$ cat src/rtl/id_ex_pipe_reg.sv
// ID/EX pipeline register: forwarding mux, immediate sign-extension, destination select and load-use stall.
// Optional stall counter output enabled by defining IDEX_STALL_CNT_EN.
module id_ex_pipe_reg #(
    parameter int unsigned DATA_W = 32,
    parameter int unsigned REG_AW = 5
) (
    input  logic              clk,
    input  logic              rst,
    input  logic [31:0]       dinstOut,
    input  logic              wreg,
    input  logic              m2reg,
    input  logic              wmem,
    input  logic              aluimm,
    input  logic              regrt,
    input  logic [3:0]        aluc,
    input  logic [1:0]        fwda,
    input  logic [1:0]        fwdb,
    input  logic [DATA_W-1:0] qa,
    input  logic [DATA_W-1:0] qb,
    input  logic [DATA_W-1:0] ealu_fwd,
    input  logic [DATA_W-1:0] mres_fwd,
    input  logic [DATA_W-1:0] mmo_fwd,
    input  logic              flush,
    output logic              stall,
    output logic              ewreg,
    output logic              em2reg,
    output logic              ewmem,
    output logic              ealuimm,
    output logic [3:0]        ealuc,
    output logic [DATA_W-1:0] ea,
    output logic [DATA_W-1:0] eb,
    output logic [DATA_W-1:0] eimm,
    output logic [REG_AW-1:0] edestReg,
    output logic              evalid
`ifdef IDEX_STALL_CNT_EN
    ,output logic [15:0]      stall_count
`endif
);

    typedef enum logic [1:0] {
        FWD_RF   = 2'b00,
        FWD_MRES = 2'b01,
        FWD_EALU = 2'b10,
        FWD_MMO  = 2'b11
    } fwd_sel_e;

    logic [5:0]        opcode;
    logic [4:0]        rs, rt, rd;
    logic              rt_is_src;
    logic [DATA_W-1:0] opa, opb;
    logic              load_bubble;

    logic              ewreg_q, em2reg_q, ewmem_q, ealuimm_q, evalid_q;
    logic              ewreg_d, em2reg_d, ewmem_d, ealuimm_d, evalid_d;
    logic [3:0]        ealuc_q, ealuc_d;
    logic [DATA_W-1:0] ea_q, ea_d, eb_q, eb_d, eimm_q, eimm_d;
    logic [REG_AW-1:0] edest_q, edest_d;

    function automatic logic [DATA_W-1:0] fwd_mux(
        input logic [1:0]        sel,
        input logic [DATA_W-1:0] rf
    );
        case (fwd_sel_e'(sel))
            FWD_MRES: fwd_mux = mres_fwd;
            FWD_EALU: fwd_mux = ealu_fwd;
            FWD_MMO:  fwd_mux = mmo_fwd;
            default:  fwd_mux = rf;
        endcase
    endfunction

    assign opcode    = dinstOut[31:26];
    assign rs        = dinstOut[25:21];
    assign rt        = dinstOut[20:16];
    assign rd        = dinstOut[15:11];
    assign rt_is_src = (opcode == 6'b000000) | wmem;
    assign opa       = fwd_mux(fwda, qa);
    assign opb       = fwd_mux(fwdb, qb);

    // A load in execute whose result a decode-stage source needs cannot be forwarded yet.
    assign stall = evalid_q & ewreg_q & em2reg_q & (edest_q != '0) &
                   ((edest_q == REG_AW'(rs)) | ((edest_q == REG_AW'(rt)) & rt_is_src));

    assign load_bubble = flush | stall;

    always_comb begin
        ewreg_d   = 1'b0;
        em2reg_d  = 1'b0;
        ewmem_d   = 1'b0;
        ealuimm_d = 1'b0;
        ealuc_d   = '0;
        ea_d      = '0;
        eb_d      = '0;
        eimm_d    = '0;
        edest_d   = '0;
        evalid_d  = 1'b0;
        if (!load_bubble) begin
            ewreg_d   = wreg;
            em2reg_d  = m2reg;
            ewmem_d   = wmem;
            ealuimm_d = aluimm;
            ealuc_d   = aluc;
            ea_d      = opa;
            eb_d      = opb;
            eimm_d    = DATA_W'({{16{dinstOut[15]}}, dinstOut[15:0]});
            edest_d   = regrt ? REG_AW'(rt) : REG_AW'(rd);
            evalid_d  = 1'b1;
        end
    end

    always_ff @(posedge clk or posedge rst) begin
        if (rst) begin
            ewreg_q   <= 1'b0;
            em2reg_q  <= 1'b0;
            ewmem_q   <= 1'b0;
            ealuimm_q <= 1'b0;
            ealuc_q   <= '0;
            ea_q      <= '0;
            eb_q      <= '0;
            eimm_q    <= '0;
            edest_q   <= '0;
            evalid_q  <= 1'b0;
        end else begin
            ewreg_q   <= ewreg_d;
            em2reg_q  <= em2reg_d;
            ewmem_q   <= ewmem_d;
            ealuimm_q <= ealuimm_d;
            ealuc_q   <= ealuc_d;
            ea_q      <= ea_d;
            eb_q      <= eb_d;
            eimm_q    <= eimm_d;
            edest_q   <= edest_d;
            evalid_q  <= evalid_d;
        end
    end

    assign ewreg    = ewreg_q;
    assign em2reg   = em2reg_q;
    assign ewmem    = ewmem_q;
    assign ealuimm  = ealuimm_q;
    assign ealuc    = ealuc_q;
    assign ea       = ea_q;
    assign eb       = eb_q;
    assign eimm     = eimm_q;
    assign edestReg = edest_q;
    assign evalid   = evalid_q;

`ifdef IDEX_STALL_CNT_EN
    logic [15:0] stall_cnt_q, stall_cnt_d;

    // Flushed stalls are not counted: the held instruction is being discarded anyway.
    always_comb begin
        stall_cnt_d = stall_cnt_q;
        if (stall && !flush && (stall_cnt_q != '1))
            stall_cnt_d = stall_cnt_q + 16'd1;
    end

    always_ff @(posedge clk or posedge rst) begin
        if (rst) stall_cnt_q <= '0;
        else     stall_cnt_q <= stall_cnt_d;
    end

    assign stall_count = stall_cnt_q;
`endif

endmodule

$ cat config.mk
export PLATFORM = sky130hd
export DESIGN_NAME = id_ex_pipe_reg
export DESIGN_NICKNAME = d
export VERILOG_FILES = /design/src/rtl/id_ex_pipe_reg.sv
export SDC_FILE = /design/constraint.sdc
export NUM_CORES = 1
export LEC_CHECK = 0
export ABC_CLOCK_PERIOD_IN_PS = 2800
export BUFFER_PORTS_ARGS = -buffer_cell sky130_fd_sc_hd__buf_2
export CAP_MARGIN = 20
export CORE_ASPECT_RATIO = 1.2
export CORE_MARGIN = 4
export CORE_UTILIZATION = 40
export DETAILED_ROUTE_END_ITERATION = 8
export HOLD_SLACK_MARGIN = 0.05
export PLACE_DENSITY = 0.76
export SETUP_SLACK_MARGIN = 0.5
export SYNTH_ARGS = -nofsm -noshare
export SYNTH_HDL_FRONTEND = slang
export SYNTH_SLANG_ARGS = --single-unit
$ cat constraint.sdc
create_clock -name clk -period 2.8 [get_ports clk]
set_input_delay 0.56 -clock clk [delete_from_list [all_inputs] [get_ports clk]]
set_output_delay 0.56 -clock clk [all_outputs]
set_load 0.02 [all_outputs]
## After elaboration in Yosys (flattened, before gate mapping)

Index checks and enable logic that the tools add are counted.

- Word-level logic and storage cells: 41
- Bits in registers: 110

- Eq/ne operators: 8
- Reductions and logical operators: 2
- Bitwise operators: 8
- Mux-type cells: 13

Operators with widths:

| kind | count |
|---|---|
| 32-bit one-hot mux with 3 select lines | 2 |
| 32-bit 2-to-1 mux | 3 |
| 5-bit == test | 2 |
| 5-bit 2-to-1 mux | 2 |
| 2-bit == test, second input constant | 4 |
| 6-bit zero test | 1 |
| 1-bit bitwise AND | 5 |
| 1-bit 2-to-1 mux | 5 |
| 5-bit nonzero test | 1 |
| 2-bit by 1-bit == test with 1-bit output, second input constant | 2 |
| 4-bit 2-to-1 mux | 1 |
| 1-bit OR | 3 |

## Depth between registers and ports, before layout

Gate-level depths: netlist of run 1.

- Word-level depth: 7
- Depth in mapped cells: 6
- Depth with buffers taken out: 4

## Worst setup path after synthesis of run 1

OpenSTA, ideal clock, no wires.

- Kind: reg-to-output
- Start: reg edest_q[1] (netlist: edestReg[1])
- End: out stall
- Cell stages (with the launch flop): 6
- Required time: 2.240 ns
- Path slack: 0.463 ns
- Arrival: 1.777 ns
- Path buffers: 1
- Cell sequence: dfrtp_1 > or4_1 > o21ai_2 > nor4_1 > buf_6 > or2_2

- Word-level cells in the longest chain between the ends: 4
- Elaborated cells between the ends (all ways): 7
- Those cells by class: eq/ne: 2; bitwise: 4; reduce/logical: 1

Ends and longest elaborated chain:

| item | RTL line | RTL |
|---|---|---|
| start, declared | 57 | `logic [REG_AW-1:0] edest_q, edest_d;` |
| start signal, assigned | 131 | `edest_q <= edest_d;` |
| 5-bit == test | 81 | `((edest_q == REG_AW'(rs)) \| ((edest_q == REG_AW'(rt)) & rt_is_src));` |
| 1-bit bitwise AND | 81 |  |
| 1-bit OR | 81 |  |
| 1-bit bitwise AND * | 80 | `assign stall = evalid_q & ewreg_q & em2reg_q & (edest_q != '0) &` |
| end, declared | 24 | `output logic stall,` |

Mark *: on every way between the ends. The rest lies on a longest branch, timed or not.

## Worst setup path in the final report of run 1

Same ends and word-level chain as after synthesis.

==> results of run 1 <==
-- metal layers --
metal  vias to the layer above  wire [microns]  track usage [%]
met3                        34            1980             7.12
met5                         -              41                0
met2                       286            9350             38.8
met1                      2249            6000             25.0
met4                         6             333             6.72
li1                       1934               -                -
-- worst paths after layout --
| path | end |
|---|---|
| setup reg to reg | eimm[12] |
| max in group asynchronous | edestReg[1] |
| min in group clk | eimm[8] |
| setup / recovery | stall |
| hold / removal | ea[29] |
| hold reg to reg | ea[7] |
-- worst max-delay path, delay by kind of cell (launching register included) --
kind / cells / cell delay (ps)
buf+inv: 1 / 140
simple gates: 3 / 860
compound gates: 1 / 210
flops: 1 / 410
-- metrics by stage --
step	total power, mW	util (%)	std cells	area (sq um)
6_report	3.63	56.4	796	7560
5_1_grt	3.78	56.4	796	7560
4_1_cts	3.66	56.3	795	7550
3_5_place_dp	2.39	53.6	775	7180
3_3_place_gp	2.38	53.6	775	7180
2_1_floorplan	2.04	-	341	5570
-- area by class of cell --
class                      instances  area share [%]
multi-input combinational        185            38.0
sequential                        94            31.2
timing repair buffer             332            23.9
clock buffer                      11            3.34
tap                              168            2.78
clock inverter                     5           0.762
inverter                           1          0.0993
-- state kept, by name (all words and copies together) (netlist names) --
name,cells
ealuimm,1
edestReg,5
ewmem,1
evalid,1
eimm,16
em2reg,1
ea,32
ealuc,4
ewreg,1
eb,32
-- logic make-up after synthesis --
logic type	count (synthesis)	share of synthesized area (%)
AO/OA/AOI/OAI	2	0.248
XOR/XNOR	10	1.58
buffers and inverters	62	6.71
flip-flops	94	42.3
multiplexers	69	26.8
AND/OR/NAND/NOR	104	22.3
-- placed cells by master, fill, tap and decap left out, types with 4 or more instances in the layout --
master	instances
nor4b_1	34
nor4b_2	54
dfrtp_1	92
mux2i_1	5
clkinvlp_4	4
clkbuf_16	9
buf_2	316
xnor2_1	8
nor4_2	5
buf_4	7
buf_12	8
mux4_2	64
-- what timing repair did --
| action | in CTS | in global routing |
|---|---|---|
| hold endpoints to repair | 0 | 0 |
| endpoints found under the setup margin | 1 | 2 |
| pin swaps | 5 | 4 |
| gates cloned | 0 | 0 |
| setup buffers | 4 | 1 |
| hold buffers | 0 | 0 |
| resized for setup | 5 | 0 |
-- where the power goes --
group | total [mW] | internal [mW] | switching [mW]
clock | 1.26 | 0.739 | 0.520
combinational | 0.884 | 0.448 | 0.436
sequential | 1.49 | 1.45 | 0.0353
==> impl_metrics.ini, run 1 <==
[placed_design]
place_hpwl_microns = 13300
portBuffers = 318
routabilityCongestion = 0.931
post-place-ws_ps = 384

[drt]
drtPass1Iterations = 4
ant_nets = 0
avgRoutedWirePerCell_microns = 22.2
remaining_drc_errors = 0
vias_per_cell = 5.66
first_iter_violations = 336
routed_wl_microns = 17700
via_count = 4509

[yosys]
synth_flop_cell = dfrtp_1
yosys.area.top_type = dfrtp_1
synth_most_common_cell = dfrtp_1
synth.top_cell.area_share_pct = 42.3
synthTopCellsByCount = 94 x dfrtp_1, 64 x mux4_2, 54 x nor4b_2
async_flop_share_pct = 100
yosysSeqAreaShare_pct = 42.3
synth-seq-cells = 94
syn_area_sq_um = 5560
netlist_instances = 341
synth_edf_count = 0
ys_warn_count = 0
synth_area_per_cell_sq_um = 16.3
synth.area.top_cells = dfrtp_1 42%, mux4_2 26%, nor4b_2 15%
syn_nets = 549
ys_types = 24

[clock_network]
clock-root-buffer = clkbuf_16
cts.sinks = 94
htreeDepth = 3
clkTransAtPathRegs_ps = 70
cts_max_path_buffers = 2
cts_tree = yes
cts_made_buffers = 9
clk_latency_ps = 340

[sta]
hold_viol_final = 0
slew_viol_final = 0
fin_crit_ps = 2530
setup_tns_ps = 0
max_freq_mhz = 396
fin_worst_skew_ps = 10.1
rsz0062_at_grt = yes
hold_slack_ps = 305
tightest_slew_ps = 771
finalSetupViolCount = 0
fin_crit_sh_pct = 90.2
finalWorstSetupSlack_ps = 275
maxSlewHeadroom_pct = 48.6

[cells_and_area]
fin_nets = 831
seqCellArea_sq_um = 2350
multi_input_area_sq_um = 2870
nFillCells = 1102
num_antenna_cells = 0
syn_to_final_growth_pct = 36.0
final_layout_size_suffix_gt1_share_pct = 76.3

[setup_path]
worstSetupStartpoint = edestReg[1]
worst_path_max_delay_cell = or4_4
r2r_cells = 6
path_cells = or4_4, o21ai_4, nor4_4, or2_4, buf_6
critPathLaunchType = flip-flop
crit_path_max_incr_delay_ps = 540
critPathArrivalTime_ps = 1970
end_kind = output pin
cp_max_fo = 2
crit_required_ps = 2240
r2r_setup_slack_ps = 600
path_class = flip-flop to output pin
r2r-start = edestReg[1]

[pwr]
p_leak_nw = 3.56
ir_worst_vdd_uv = 376
powerDensity_nw_per_um2 = 480

[die]
design.core.area_sq_um = 13400
die_area_sq_um = 15800
initial_core_util_pct = 41.4
die_x_microns = 116
ios = 319
die_h_microns = 137
row_count = 46

[outcome]
status = finished, final reports clean

[grt]
grt_use_total_pct = 21.9
grt_max_degree = 95
grt_pass1_wl_microns = 26300
grt_pass1_vias = 4969
antenna_found_initial = 3
grt_overflow_total = 0

[worst_hold_path]
hold_path.class = input port to asynchronous set/reset pin

[job]
cap_violations = 0
No activity file was read; power rests on OpenSTA's default activity.
==> inputs of run 2 (changes only) <==
--- a/config.mk
+++ b/config.mk
@@ -14,7 +14,6 @@
 export DETAILED_ROUTE_END_ITERATION = 8
 export HOLD_SLACK_MARGIN = 0.05
 export PLACE_DENSITY = 0.76
-export SETUP_SLACK_MARGIN = 0.5
 export SYNTH_ARGS = -nofsm -noshare
 export SYNTH_HDL_FRONTEND = slang
 export SYNTH_SLANG_ARGS = --single-unit
==> run 2 against run 1 <==
Compared with the run above: sequential cell count unchanged; register-to-register slack improved by 40 ps; die area unchanged; critical path depth unchanged; clock skew increased by 1.6 ps.
==> impl_metrics.ini, run 2 (same netlist as run 1, synthesis figures left out) <==
[grt]
grt_max_degree = 95
grt_pass1_vias = 4819
antenna_found_initial = 4
grt_pass1_wl_microns = 25300
grt_use_total_pct = 20.8
grt_overflow_total = 0

[clock_network]
cts_tree = yes
cts_resized = 0
clock-root-buffer = clkbuf_16
clk_latency_ps = 340
cts_max_path_buffers = 2
postCtsSetupRepairBufs = 0
cts.sinks = 94
holdBufCountCts = 0
clkTransAtPathRegs_ps = 70
cts_made_buffers = 9
htreeDepth = 3

[drt]
ant_nets = 0
via_count = 4518
remaining_drc_errors = 0
first_iter_violations = 362
drtPass1Iterations = 4
avgRoutedWirePerCell_microns = 21.3
vias_per_cell = 5.71
routed_wl_microns = 16900

[pwr]
p_leak_nw = 3.51
powerDensity_nw_per_um2 = 482
ir_worst_vdd_uv = 326
finalPower_mw = 3.59

[setup_path]
cp_max_fo = 4
end_kind = output pin
critPathArrivalTime_ps = 2160
path_class = flip-flop to output pin
critPathLaunchType = flip-flop
crit_required_ps = 2240

[worst_hold_path]
hold_path.class = input port to asynchronous set/reset pin

[job]
cap_violations = 0

[die]
initial_core_util_pct = 41.4
ios = 319
row_count = 46
die_h_microns = 137
die_area_sq_um = 15800
die_x_microns = 116
design.core.area_sq_um = 13400

[sta]
fin_worst_skew_ps = 11.7
hold_slack_ps = 351
finalSetupViolCount = 0
max_freq_mhz = 368
fin_crit_ps = 2720
fin_crit_sh_pct = 97.1
setup_tns_ps = 0
tightest_slew_ps = 875
rsz0062_at_grt = no
slew_viol_final = 0
hold_viol_final = 0
maxSlewHeadroom_pct = 41.7

[cells_and_area]
stdcell_count = 791
layout_commonest_cell = buf_2
final_layout_size_suffix_gt1_share_pct = 75.2
final_cell_mix = 317 x buf_2, 94 x dfrtp_1, 64 x mux4_2
fin_nets = 824
utilization_pct = 55.5
syn_to_final_growth_pct = 34.0

[placed_design]
place_hpwl_microns = 12500
dp_cells = 773
portBuffers = 318
routabilityCongestion = 0.892

[outcome]
status = finished, final reports clean
==> run 2: changes by cell type in the layout (fill, tap and decap cells not counted), sizes merged <==
cell,previous run,this run
clkbuf,11,13
clkinvlp,4,2
diode,0,2
buf,332,325
==> run 2: final timing paths <==
check	start	to	slack (ps)	cells past startpoint
max reg2reg	edestReg[1]	eb[7]	640	5
min	rst	eimm[4]	350	3
min reg2reg	edestReg[3]	evalid	1180	5
max	edestReg[1]	stall	80	5
max in group asynchronous	rst	eb[12]	2050	3
min in group clk	dinstOut[4]	eimm[4]	480	2
==> run 2: layer usage <==
metal  GRT usage [%]  wire (microns)  up-vias
li1                -               -     1924
met5               0              26        -
met4            7.89             459        4
met3            6.81            1740       35
met2            37.2            8920      271
met1            22.6            5700     2284
==> run 2: worst max-delay path, cell delays in order, from the launching register on <==
cell and delay [ps]:
dfrtp_1 430, or4_1 550, o21ai_2 210, nor4_2 110
or2_2 350, buf_2 180
==> run 2: area by class of cell <==
type	instances	area, sq um
Fill cell	1080	5960
Multi-Input combinational cell	185	2850
Sequential cell	94	2350
Timing Repair Buffer	325	1720
Clock buffer	13	260
Tap cell	168	210
Clock inverter	3	42.5
Inverter	1	7.51
Antenna cell	2	5.00
==> run 2: metrics by stage <==
| stage | setup WS, ps | cell area, sq um |
|---|---|---|
| global placement | 361 | 7140 |
| floorplan | 463 | 5560 |
| finish | 82.1 | 7450 |
| global route | 20.0 | 7450 |
| detailed placement | 401 | 7140 |
| CTS | 59.7 | 7440 |
==> run 2: power breakdown <==
part	internal, mW	total (mW)	switching [mW]
registers	1.45	1.48	0.0320
logic	0.439	0.865	0.427
clock network	0.741	1.24	0.501
total	2.63	3.59	0.960
